<file path="src/rtl/entrada_digito.sv">
// Digit-entry front end for the BCD display decoder: synchronises switches and confirm button,
// debounces the button, latches the switch value per press and pulses ready afterwards.
module entrada_digito #(
    parameter int DEBOUNCE_CYCLES = 4,
    parameter int READY_CYCLES    = 8,
    parameter int CNT_W           = 8
) (
    input  logic       clk,
    input  logic       reset,
    input  logic [3:0] sw,
    input  logic       btn,
    output logic       A,
    output logic       B,
    output logic       C,
    output logic       D,
    output logic       ready,
    output logic       invalid,
    output logic [3:0] entry_count
);

    typedef enum logic [2:0] {
        IDLE,
        DEBOUNCE,
        CAPTURE,
        HOLD,
        WAIT_REL
    } state_t;

    localparam logic [CNT_W-1:0] DEB_LAST = CNT_W'(DEBOUNCE_CYCLES - 1);
    localparam logic [CNT_W-1:0] RDY_LAST = CNT_W'(READY_CYCLES - 1);
    localparam logic [CNT_W-1:0] CNT_ONE  = CNT_W'(1);

    state_t           state_q, state_d;
    logic [CNT_W-1:0] cnt_q, cnt_d;
    logic [3:0]       sw_meta_q, sw_meta_d;
    logic [3:0]       sw_s_q, sw_s_d;
    logic             btn_meta_q, btn_meta_d;
    logic             btn_s_q, btn_s_d;
    logic [3:0]       digit_q, digit_d;
    logic             invalid_q, invalid_d;
    logic             ready_q, ready_d;
    logic [3:0]       entry_count_q, entry_count_d;

    always_comb begin
        sw_meta_d     = sw;
        sw_s_d        = sw_meta_q;
        btn_meta_d    = btn;
        btn_s_d       = btn_meta_q;
        state_d       = state_q;
        cnt_d         = cnt_q;
        digit_d       = digit_q;
        invalid_d     = invalid_q;
        entry_count_d = entry_count_q;

        case (state_q)
            IDLE: begin
                if (btn_s_q) begin
                    state_d = DEBOUNCE;
                    cnt_d   = '0;
                end
            end
            DEBOUNCE: begin
                if (!btn_s_q) begin
                    state_d = IDLE;
                end else if (cnt_q == DEB_LAST) begin
                    state_d = CAPTURE;
                end else begin
                    cnt_d = cnt_q + CNT_ONE;
                end
            end
            CAPTURE: begin
                // Out-of-range digits are still shown so the decoder can flag them, but not counted.
                digit_d   = sw_s_q;
                invalid_d = (sw_s_q >= 4'd10);
                if (sw_s_q < 4'd10) begin
                    entry_count_d = entry_count_q + 4'd1;
                end
                cnt_d   = '0;
                state_d = HOLD;
            end
            HOLD: begin
                if (cnt_q == RDY_LAST) begin
                    state_d = WAIT_REL;
                    cnt_d   = '0;
                end else begin
                    cnt_d = cnt_q + CNT_ONE;
                end
            end
            WAIT_REL: begin
                if (btn_s_q) begin
                    cnt_d = '0;
                end else if (cnt_q == DEB_LAST) begin
                    state_d = IDLE;
                    cnt_d   = '0;
                end else begin
                    cnt_d = cnt_q + CNT_ONE;
                end
            end
            default: begin
                state_d = WAIT_REL;
                cnt_d   = '0;
            end
        endcase

        ready_d = (state_d == HOLD);
    end

    // Coming out of reset in WAIT_REL forces a debounced release before the first capture.
    always_ff @(posedge clk or posedge reset) begin
        if (reset) begin
            state_q       <= WAIT_REL;
            cnt_q         <= '0;
            sw_meta_q     <= '0;
            sw_s_q        <= '0;
            btn_meta_q    <= 1'b0;
            btn_s_q       <= 1'b0;
            digit_q       <= '0;
            invalid_q     <= 1'b0;
            ready_q       <= 1'b0;
            entry_count_q <= '0;
        end else begin
            state_q       <= state_d;
            cnt_q         <= cnt_d;
            sw_meta_q     <= sw_meta_d;
            sw_s_q        <= sw_s_d;
            btn_meta_q    <= btn_meta_d;
            btn_s_q       <= btn_s_d;
            digit_q       <= digit_d;
            invalid_q     <= invalid_d;
            ready_q       <= ready_d;
            entry_count_q <= entry_count_d;
        end
    end

    assign {A, B, C, D} = digit_q;
    assign invalid      = invalid_q;
    assign ready        = ready_q;
    assign entry_count  = entry_count_q;

endmodule

</file>
<file path="config.mk">
export PLATFORM = sky130hd
export DESIGN_NAME = entrada_digito
export DESIGN_NICKNAME = d
export VERILOG_FILES = /design/src/rtl/entrada_digito.sv
export SDC_FILE = /design/constraint.sdc
export NUM_CORES = 1
export LEC_CHECK = 0
export BUFFER_PORTS_ARGS = -buffer_cell sky130_fd_sc_hd__buf_4
export CORE_MARGIN = 3
export CORE_UTILIZATION = 35
export CTS_CLUSTER_DIAMETER = 150
export CTS_CLUSTER_SIZE = 10
export DETAILED_ROUTE_END_ITERATION = 7
export SLEW_MARGIN = 20
export SYNTH_ARGS = -nofsm -noshare
export SYNTH_HDL_FRONTEND = slang
export SYNTH_SLANG_ARGS = --single-unit
</file>
<file path="constraint.sdc">
create_clock -name clk -period 3.24 [get_ports clk]
set_clock_uncertainty 0.1 [all_clocks]
set_input_delay 0.648 -clock clk [delete_from_list [all_inputs] [get_ports clk]]
set_output_delay 0.648 -clock clk [all_outputs]
set_load 0.005 [all_outputs]
</file>
==> results.yml <==
status:
  status: "complete, no violations"
routing:
  drt-initial-drc-count: 34
  wl_per_cell_um: 13.4
  drt_wl_total_um: 2530
  drc_errors: 0
  ant_nets: 0
  via_per_inst: 5.33
  first_pass_iters: 4
  num_vias: 1008
sta:
  post-route-min-period_ns: 2.02
  worst_slew_pin_slew_ns: 0.479
  max_freq_ghz: 0.494
  rsz0062_at_grt: "false"
  setup_viol_count_final: 0
  fin_crit_sh_pct: 62.5
  drv_slew: 0
  final_hold_viol_count: 0
  slew_headroom_pct: 67.6
  tns_ns: 0
grt:
  grt_pass1_vias: 1021
  grt_max_degree: 32
  grt_usage_pct: 13.2
  antenna_found_initial: 0
  overflow: 0
  grt_first_pass_wirelength_um: 4460
floorplanning:
  placementRows: 22
  dieArea_um2: 4690
  io_pins: 17
  initial_core_util_pct: 36.8
  core-area_um2: 3720
  die_x_um: 68.5
  fp.dieH_um: 68.5
pwr:
  p_per_area_nw_per_um2: 667
  ir_drop_v: 0.000356
  power.leakage_nw: 0.710
synth:
  synth_enable_flop_cells: 0
  yosys_warnings: 0
  synthSimpleGateAreaFrac_pct: 18.0
  synth_top_family_by_area: "simple AND/OR/NAND/NOR gates"
  ys_async_sr_fraction_pct: 100
  synth_seq_cells: 31
  ys.flop_type: "dfrtp_1"
  syn_area_um2: 1370
  synth_cell_types: 37
  synth_xor_area_share_pct: 2.56
  syn_area_per_cell_um2: 11.3
  syn_inst: 121
  yosysSeqAreaShare_pct: 56.9
  synthAdderAreaFrac_pct: 1.83
  muxShareOfSynthArea_pct: 4.12
  synth_fp_nets: 130
  synth_compound_area_share_pct: 14.7
cts:
  post_cts_resized: 0
  postCtsSetupRepairBufs: 0
  clockBufferDepth: 2
  cts_buffers: 5
  clk_latency_ns: 0.28
  htreeDepth: 2
  clkSlewWorstSetupHoldPaths_ns: 0.06
  cts-root-buf: "clkbuf_8"
  cts_tree: "yes"
  cts-hold-fix-buffers: 0
  cts.sinks: 31
worst_setup_path:
  path_class: "register to register"
  cp-start-kind: "register"
  critical_path.endpoint: "cnt_q[6]"
  rrSetupSlack_ns: 1.22
  reg2reg_depth: 5
  r2r-start: "cnt_q[5]"
  endpoint_kind: "register"
  critical_path_arrival_ns: 2.09
  timing.rr.end: "cnt_q[6]"
  worstPathMaxFanout: 6
  crit_path_start: "cnt_q[5]"
  cp.required_ns: 3.31
place:
  io_buffers: 16
  hpwlAfterDp_um: 1780
  place_congestion: 0.773
  place_area_um2: 1530
hold_path:
  hold_start: "btn_meta_q"
  worst_hold_path_type: "register to register"
cells_and_area:
  finalNetCount: 149
  final_area_um2: 1620
  final_layout_size_suffix_gt1_share_pct: 26.2
  antenna_cells: 0
  syn_to_final_growth_pct: 18.4
run:
  drv_cap: 0
[metal layers]
layer / wire length [um] / share of wire (%) / track usage (%)
met5: 0 / 0 / 0
met2: 1290 / 51 / 21.9
met4: 44 / 1.7 / 7.44
met1: 1060 / 42 / 14.4
met3: 137 / 5.4 / 4.76
[sequential cells by signal (all words and copies together) (netlist names)]
register	count
state_q	3
cnt_q	8
invalid	1
digit_q	4
sw_s_q	4
btn_s_q	1
btn_meta_q	1
ready	1
sw_meta_q	4
entry_count	4
[power breakdown]
part / total [mW] / leakage (nW) / internal (mW) / switching, mW
combinational: 0.261 / 0.278 / 0.149 / 0.112
clock: 0.289 / 0.0412 / 0.150 / 0.140
sequential: 0.528 / 0.391 / 0.463 / 0.0652
[synthesized netlist by cell type (2+ instances only)]
master	number	share of area [%]
buf_2	2	0.73
and3_1	2	0.92
mux2_2	5	4.1
nor2_1	7	1.9
a22o_1	2	1.3
dfrtp_1	30	55
nor3_1	4	1.5
nor2b_1	2	0.92
clkbuf_1	3	0.82
nand2b_1	4	1.8
o311ai_1	2	1.3
nand3_1	5	1.8
a211oi_1	2	1.1
a21oi_1	4	1.5
o211ai_1	3	1.6
ha_1	2	1.8
o21ai_0	7	2.6
nand2_1	12	3.3
xnor2_1	4	2.6
nor4b_1	2	1.3
[how the worst min path moves through the flow]
stage	end	slack, ns	depth (start not counted)
after detailed placement	btn_s_q	0.24	0
after global routing	btn_s_q	0.26	0
after CTS	btn_s_q	0.25	0
after global placement	sw_s_q[0]	0.23	0
after floorplan	btn_s_q	0.23	0
final	btn_s_q	0.25	0
[final cells by class]
cell class	instances	area, um^2
Fill cell	351	2100
Sequential cell	31	777
Multi-Input combinational cell	84	564
Timing Repair Buffer	17	128
Clock buffer	6	72.6
Tap cell	48	60.1
Clock inverter	2	12.5
Inverter	1	3.75
[layout by cell type, fill, tap and decap left out, types with 3 or more instances in the layout]
master     n
mux2_2     5
xnor2_1    4
nor2_1     7
clkbuf_8   5
nand3_1    5
dfrtp_1   30
nor3_1     4
nand2b_1   4
o211ai_1   3
nand2_1   12
a21oi_1    4
o21ai_0    7
buf_4     17
[logic make-up (layout without fill, tap and decap cells)]
logic type      Yosys count  in the layout
simple gates             46             46
flops                    31             31
compound gates           27             27
buf+inv                   6             26
mux                       5              5
xor+xnor                  4              4
fa+ha+maj                 2              2
[worst max-delay path, cell delays in order (launching register included)]
cell	delay, ns
dfrtp_1	0.43
or4_4	0.60
nor2_4	0.14
a41o_2	0.28
nor2_2	0.08
a221o_1	0.28
[through the flow]
stage                     hold slack [ns]  power (mW)  util, %  setup WS, ns  std cells
after floorplan                     0.231       0.678        -          1.34        121
after global placement              0.232       0.787     41.2          1.25        181
after detailed placement            0.236       0.801     41.2          1.22        181
after CTS                           0.249        1.10     43.5          1.21        189
after global routing                0.258        1.15     43.5          1.07        189
final                               0.247        1.08     43.5          1.22        189
(Power assumes the default switching activity.)
